$ cat src/rtl/peripheral_bus_arbiter.sv
// Round-robin arbiter sharing one peripheral register bus between masters.
// Ports: m_* request/response per master, per_* peripheral bus, busy status.
module peripheral_bus_arbiter #(
    parameter int NUM_MASTERS  = 2,
    parameter int ADDR_WIDTH   = 2,
    parameter int DATA_WIDTH   = 32,
    parameter int READ_TIMEOUT = 15
) (
    input  logic                              clk,
    input  logic                              reset,
    input  logic [NUM_MASTERS-1:0]            m_read,
    input  logic [NUM_MASTERS-1:0]            m_write,
    input  logic [NUM_MASTERS*ADDR_WIDTH-1:0] m_address,
    input  logic [NUM_MASTERS*DATA_WIDTH-1:0] m_data_in,
    output logic [NUM_MASTERS-1:0]            m_ack,
    output logic [NUM_MASTERS-1:0]            m_read_valid,
    output logic [NUM_MASTERS-1:0]            m_error,
    output logic [DATA_WIDTH-1:0]             m_read_data,
    output logic                              per_read,
    output logic                              per_write,
    output logic [ADDR_WIDTH-1:0]             per_address,
    output logic [DATA_WIDTH-1:0]             per_data_in,
    input  logic                              per_read_valid,
    input  logic [DATA_WIDTH-1:0]             per_data_out,
    output logic                              busy
);

    localparam int PW = (NUM_MASTERS > 1) ? $clog2(NUM_MASTERS) : 1;
    localparam int CW = $clog2(READ_TIMEOUT + 1);

    localparam logic [1:0] IDLE  = 2'd0;
    localparam logic [1:0] ISSUE = 2'd1;
    localparam logic [1:0] WAIT  = 2'd2;
    localparam logic [1:0] RESP  = 2'd3;

    logic [1:0]             state;
    logic [PW-1:0]          ptr;
    logic [PW-1:0]          grant;
    logic                   op_read;
    logic [CW-1:0]          cnt;
    logic [NUM_MASTERS-1:0] req;
    logic                   found;
    logic [PW-1:0]          sel;
    logic [PW-1:0]          sel_next;

    logic [ADDR_WIDTH-1:0] addr_a [NUM_MASTERS];
    logic [DATA_WIDTH-1:0] data_a [NUM_MASTERS];

    for (genvar g = 0; g < NUM_MASTERS; g++) begin : g_unpack
        assign addr_a[g] = m_address[g*ADDR_WIDTH +: ADDR_WIDTH];
        assign data_a[g] = m_data_in[g*DATA_WIDTH +: DATA_WIDTH];
    end

    // First requester at or after the pointer, wrapping around.
    always_comb begin
        int j;
        int k;
        j        = 0;
        k        = 0;
        req      = m_read | m_write;
        found    = 1'b0;
        sel      = '0;
        for (int i = 0; i < NUM_MASTERS; i++) begin
            j = int'(ptr) + i;
            if (j >= NUM_MASTERS) j = j - NUM_MASTERS;
            if (!found && req[PW'(j)]) begin
                found = 1'b1;
                sel   = PW'(j);
            end
        end
        k = int'(sel) + 1;
        if (k >= NUM_MASTERS) k = 0;
        sel_next = PW'(k);
    end

    always_ff @(posedge clk) begin
        if (reset) begin
            state        <= IDLE;
            ptr          <= '0;
            grant        <= '0;
            op_read      <= 1'b0;
            cnt          <= '0;
            m_ack        <= '0;
            m_read_valid <= '0;
            m_error      <= '0;
            m_read_data  <= '0;
            per_read     <= 1'b0;
            per_write    <= 1'b0;
            per_address  <= '0;
            per_data_in  <= '0;
            busy         <= 1'b0;
        end else begin
            m_ack        <= '0;
            m_read_valid <= '0;
            m_error      <= '0;
            per_read     <= 1'b0;
            per_write    <= 1'b0;
            unique case (state)
                IDLE: begin
                    if (found) begin
                        // A simultaneous read+write is executed as a write.
                        grant       <= sel;
                        ptr         <= sel_next;
                        op_read     <= !m_write[sel];
                        per_read    <= !m_write[sel];
                        per_write   <= m_write[sel];
                        per_address <= addr_a[sel];
                        per_data_in <= data_a[sel];
                        busy        <= 1'b1;
                        state       <= ISSUE;
                    end
                end
                ISSUE: begin
                    if (!op_read) begin
                        m_ack[grant] <= 1'b1;
                        state        <= RESP;
                    end else if (per_read_valid) begin
                        m_read_data         <= per_data_out;
                        m_ack[grant]        <= 1'b1;
                        m_read_valid[grant] <= 1'b1;
                        state               <= RESP;
                    end else begin
                        cnt   <= '0;
                        state <= WAIT;
                    end
                end
                WAIT: begin
                    if (per_read_valid) begin
                        m_read_data         <= per_data_out;
                        m_ack[grant]        <= 1'b1;
                        m_read_valid[grant] <= 1'b1;
                        state               <= RESP;
                    end else if (cnt == CW'(READ_TIMEOUT - 1)) begin
                        cnt            <= cnt + 1'b1;
                        m_read_data    <= '0;
                        m_ack[grant]   <= 1'b1;
                        m_error[grant] <= 1'b1;
                        state          <= RESP;
                    end else begin
                        cnt <= cnt + 1'b1;
                    end
                end
                RESP: begin
                    busy  <= 1'b0;
                    state <= IDLE;
                end
                default: begin
                    busy  <= 1'b0;
                    state <= IDLE;
                end
            endcase
        end
    end

endmodule

$ cat config.mk
export PLATFORM = sky130hd
export DESIGN_NAME = peripheral_bus_arbiter
export DESIGN_NICKNAME = d
export VERILOG_FILES = /design/src/rtl/peripheral_bus_arbiter.sv
export SDC_FILE = /design/constraint.sdc
export NUM_CORES = 1
export LEC_CHECK = 0
export BUFFER_PORTS_ARGS = -buffer_cell sky130_fd_sc_hd__buf_4
export CAP_MARGIN = 20
export CORE_ASPECT_RATIO = 1.1
export CORE_MARGIN = 1
export CORE_UTILIZATION = 50
export CTS_BUF_LIST = sky130_fd_sc_hd__clkbuf_4 sky130_fd_sc_hd__clkbuf_8
export CTS_CLUSTER_SIZE = 28
export DETAILED_ROUTE_END_ITERATION = 12
export MAX_ROUTING_LAYER = met4
export PLACE_DENSITY = 0.88
export SLEW_MARGIN = 20
export SYNTH_ARGS = -nofsm -noshare
export SYNTH_HDL_FRONTEND = slang
export SYNTH_SLANG_ARGS = --single-unit
$ cat constraint.sdc
create_clock -name clk -period 3.7 [get_ports clk]
set_input_delay 0.37 -clock clk [delete_from_list [all_inputs] [get_ports clk]]
set_output_delay 0.37 -clock clk [all_outputs]
set_load 0.02 [all_outputs]
* After elaboration in Yosys (flattened, before gate mapping)
Index checks and enable logic that the tools add are counted.
Operators by class: div/mod/pow operators 0, muxes and demuxes 45, multipliers 0, reduce and logical (&&, ||, !) cells 14, add/sub/neg operators 5, bitwise gates (word level) 5, equal/unequal tests 10, shift operators 0, magnitude comparators 9
Operators with widths (number):
- $mux 32 | 7
- $pmux 32 s2 | 1
- $mux 2 | 11
- $mux 1 | 17
- $mux 4 | 3
- $ne 2x2->1 const B | 5
- $pmux 2 s2 | 2
- $pmux 2 s4 | 1
- $pmux 4 s2 | 1
- $reduce_and 4->1 | 2
- $ge 2x2->1 const B | 3
- $lt 1x3->1 const B | 2
- $reduce_and 2->1 | 3
- $reduce_or 3->1 | 2
- $add 1x1->2 const B | 2
- $add 4x1->4 const B | 1
- $eq 2x2->1 const B | 2
- $eq 4x4->1 const B | 1
- $lt 1x2->1 const B | 2
- $reduce_bool 2->1 | 2
- $ne 3x3->1 const B | 1
- $not 1->1 | 3
- $eq 2x1->1 const B | 1
- $ge 1x2->1 const B | 1
- other kinds (9) | 12
Word-level totals: bits in latches 0, ROM bits 0, memories kept 0, flip-flop bits (word level) 84, RAM bits 0, word-level logic and storage cells 102

* Logic depth before layout (Yosys ltp)
depth after elaboration 13, depth in mapped cells 7, mapped depth without buffers 5

* Least setup slack after synthesis
No wires, ideal clock.
kind register to register, from register state[0], to register m_read_data[12], cell stages (with the launch flop) 8, path buffers 2, path slack 1.976 ns, data arrival time 1.607 ns, required time 3.582 ns, setup time 0.118 ns, cells stage by stage dfxtp_1 -> inv_1 -> ha_1 -> nor2b_4 -> buf_6 -> a22o_4 -> buf_6 -> a32o_2
On the way: longest elaborated chain between the ends 3
RTL lines:
- start, declared | line 36 | logic [1:0] state;
- start signal, assigned | line 78 | state <= IDLE;
- start signal, assigned | line 110 | state <= ISSUE;
- start signal, assigned | line 116 | state <= RESP;
- $eq 2x2->1 / $eq 2x1->1 (equally long branches) | line 98 | unique case (state)
- $ne 3x3->1 (no line), or another cell as far along
- $reduce_and 4->1 (no line)
- end signal, assigned | line 118 | m_read_data <= per_data_out;
- end signal, assigned | line 129 | m_read_data <= per_data_out;
- end, declared | line 18 | output logic [DATA_WIDTH-1:0] m_read_data,
Parallel ways exist; a longest one is shown, timed or not. A chain may end at the register's enable or synchronous reset.

* Worst setup path after layout
from register state[0], to register per_data_in[31]
On the way: longest elaborated chain between the ends 2
RTL lines:
- $logic_not 2->1 | line 98
- $reduce_and 2->1 (no line)
- end signal, assigned | line 108 | per_data_in <= data_a[sel];
- end, declared | line 22 | output logic [DATA_WIDTH-1:0] per_data_in,
Every way passes these cells.

==> flow_metrics.env <==
export IMPL_syn_to_final_growth_pct=42.6
export IMPL_synth_warnings=0
export IMPL_r2r_slack_ns=1.46
export IMPL_p_comb_share_pct=43.5
export IMPL_yosys_area_share_adder_pct=2.56
export IMPL_wl_per_cell_um=15.5
export IMPL_max_freq_mhz=447
export IMPL_dp_hpwl_mm=6.44
export IMPL_fin_setup_tns_ns=0
export IMPL_seqCellArea_um2=1680
export IMPL_cts_max_level=3
export IMPL_syn_area_per_cell_um2=10.8
export IMPL_status="finished clean"
export IMPL_pin_count=182
export IMPL_holdPathStages=2
export IMPL_multi_input_area_um2=1550
export IMPL_postCtsResizedCells=0
export IMPL_antennaDiodeCount=0
export IMPL_r2r_cells=6
export IMPL_power_frac_clock_pct=16.4
export IMPL_synth_nets=431
export IMPL_power_total_mw=3.30
export IMPL_clk_pin_slew_ns=0.07
export IMPL_hold_start="per_data_out[2]"
export IMPL_yosysUniqueCellTypes=40
export IMPL_synth_top_family_by_area="compound AO/OA/AOI/OAI gates"
export IMPL_chipWidth_um=80.9
export IMPL_use_met3_pct=5.05
export IMPL_coreArea_um2=6590
export IMPL_switching_share_pct=38.1
export IMPL_drt_total_wl_mm=8.77
export IMPL_grt_pass1_wl_mm=12.9
export IMPL_yosysSeqAreaShare_pct=49.2
export IMPL_rr_endpoint="per_data_in[31]"
export IMPL_clock_latency_ns=0.33
export IMPL_cp_startpoint="state[0]"
export IMPL_cts_root_buffer="clkbuf_8"
export IMPL_grt_util_met2_pct=40.4
export IMPL_max_cap_violations=0
export IMPL_critical_path_startpoint_type="flip-flop"
export IMPL_yosys_register_bits=84
export IMPL_fill_cells=471
export IMPL_internal_power_mw=2.04
export IMPL_skew_ns=0.00803
export IMPL_track_usage_pct=24.0
export IMPL_grt_overflow=0
export IMPL_netlist_area_um2=3420
export IMPL_grt_max_degree=56
export IMPL_cts_tree="yes"
export IMPL_max_stage_delay_ns=0.76
export IMPL_ir_worst_vdd_v=0.000436
export IMPL_synthArstFlopShare_pct=0
export IMPL_port_buffers=180
export IMPL_critPathArrivalTime_ns=2.47
export IMPL_netlist_instances=317
export IMPL_worstPathMaxFanout=55
export IMPL_use_met1_pct=27.2
export IMPL_endpoint_kind="flip-flop"
export IMPL_firstDrtPassIters=4
export IMPL_drt_antenna_violating_nets=0
export IMPL_yosys_area_share_simple_pct=9.77
export IMPL_layout_drive_gt1_share_pct=44.9
export IMPL_rows=31
export IMPL_synthMuxAreaShare_pct=10.8
export IMPL_rsz0062_at_grt="false"
export IMPL_post_cts_buffers=0
export IMPL_finalSetupViolations=0
export IMPL_worst_pin_slew_ns=1.10
export IMPL_final_cell_count_no_fill=567
export IMPL_fin_hold_ws_ns=0.253
export IMPL_cts_buffers=9
export IMPL_vias_per_cell=5.50
export IMPL_p_per_area_nw_per_um2=676
export IMPL_fin_nets=596
export IMPL_ys_flop_type="dfxtp_1"
export IMPL_initial_core_util_pct=51.9
export IMPL_vias=3120
export IMPL_synth_xor_area_share_pct=0.256
export IMPL_antenna_found_initial=0
export IMPL_fin_crit_sh_pct=60.5
export IMPL_dieArea_um2=7170
export IMPL_hold_violations=0
export IMPL_synth_edf_count=0
export IMPL_p_sw_mw=1.26
export IMPL_p_leak_nw=2.25
export IMPL_slew_viol_final=0
export IMPL_period_minus_slack_ns=2.24
export IMPL_placed_cells=553
export IMPL_cp_slowest_cell="o21a_2"
export IMPL_crit_path_cell_trace="inv_1 -> ha_1 -> o21a_2 -> buf_4 -> nor2_1 -> a211oi_1"
export IMPL_seqPwrFrac_pct=40.1
export IMPL_min_path_type="in2reg"
export IMPL_path_class="reg2reg"
export IMPL_drc=0
export IMPL_hold_end="m_read_data[2]"
export IMPL_clock_sinks=84
export IMPL_synth_compound_area_share_pct=21.8
export IMPL_clk_path_buf_depth=2
export IMPL_drt_iter0_markers=86
export IMPL_r2r_start="state[0]"
export IMPL_hold_buffers=0
export IMPL_die_h_um=88.7
export IMPL_grt_busiest_layer="met2"
export IMPL_gp_congestion=0.787
export IMPL_grt_pass1_vias=2926
export IMPL_cp_required_ns=3.93
export IMPL_slew_headroom_pct=26.6
[through the flow]
step	utilization, %	setup WS (ns)	instance area, um2
floorplan	-	1.98	3420
global placement	71.5	1.57	4720
detailed placement	71.5	1.45	4720
CTS	73.9	1.43	4880
global route	73.9	1.20	4880
finish	73.9	1.46	4880
[layer usage]
layer	vias to the layer above	wire [um]
li1	1516	-
met5	-	0
met2	136	4350
met1	1458	3550
met3	10	759
met4	0	115
[area by class of cell]
cell class / count / share of cell area, %
inverters: 4 / 0.308
well taps: 82 / 2.10
repair buffers: 182 / 28.0
clock inverters: 3 / 0.308
multi-input cells: 201 / 31.8
clock buffers: 11 / 2.98
flip-flops and latches: 84 / 34.5
[synth_stat cells, types with 2 or more instances]
cell | number | area, um2
nor3_1 | 3 | 15.0
and3_1 | 2 | 12.5
a211oi_1 | 35 | 263
buf_4 | 2 | 15.0
a21oi_1 | 4 | 20.0
mux2i_1 | 37 | 370
inv_1 | 3 | 11.3
a32o_2 | 13 | 146
dfxtp_1 | 84 | 1680
a31oi_1 | 2 | 12.5
nor2_1 | 40 | 150
a32o_1 | 19 | 190
or2b_1 | 4 | 30.0
o21ai_0 | 4 | 20.0
ha_1 | 7 | 87.6
clkbuf_1 | 10 | 37.5
nand2_1 | 8 | 30.0
a311oi_1 | 2 | 17.5
nand3_1 | 4 | 20.0
buf_6 | 7 | 78.8
buf_2 | 8 | 40.0
[logic make-up after synthesis]
group,after synthesis
AND/OR/NAND/NOR,69
XOR/XNOR,1
AO/OA/AOI/OAI,87
flip-flops,84
buffers and inverters,32
adder cells (fa/ha/maj),7
multiplexers,37
[how the worst max path moves through the flow]
stage,end,slack (ns),cells after the start
6_report,per_data_in[31],1.46,6
5_1_grt,per_data_in[26],1.20,6
4_1_cts,busy,1.43,6
3_5_place_dp,per_data_in[28],1.45,6
3_3_place_gp,ptr,1.57,6
2_1_floorplan,m_read_data[12],1.98,7
[state kept, by name, indices dropped and copies added (netlist names)]
| name | cells |
|---|---|
| m_error | 2 |
| op_read | 1 |
| grant | 1 |
| state | 2 |
| per_address | 2 |
| m_read_data | 32 |
| m_read_valid | 2 |
| m_ack | 2 |
| per_data_in | 32 |
| per_write | 1 |
| cnt | 4 |
| per_read | 1 |
| ptr | 1 |
| busy | 1 |
[power groups by stage]
| stage | Sequential (mW) | Combinational, mW | Clock (mW) |
|---|---|---|---|
| after floorplan | 1.50 | 0.786 | 0 |
| after global placement | 1.33 | 1.41 | 0 |
| after detailed placement | 1.34 | 1.44 | 0 |
| after CTS | 1.33 | 1.45 | 0.557 |
| after global routing | 1.35 | 1.56 | 0.597 |
| final | 1.32 | 1.43 | 0.540 |
[layout by cell type, fill, tap and decap left out, types with 4 or more instances in the layout]
master      n
buf_4     182
dfxtp_1    83
nor2_1     40
mux2i_1    37
a211oi_1   35
a32o_1     19
a32o_2     13
clkbuf_8   10
nand2_1     8
ha_1        7
nand3_1     4
or2b_1      4
o21ai_0     4
a21oi_1     4
[worst max-delay path: cells and delay by family, from the launching register on]
family	cells	cell delay (ns)
adders and majority gates	1	0.26
AOI/OAI and AO/OA	2	0.98
buffers and inverters	2	0.49
and+or+nand+nor	1	0.06
DFF	1	0.34
Power figures use the tool's default switching activity.
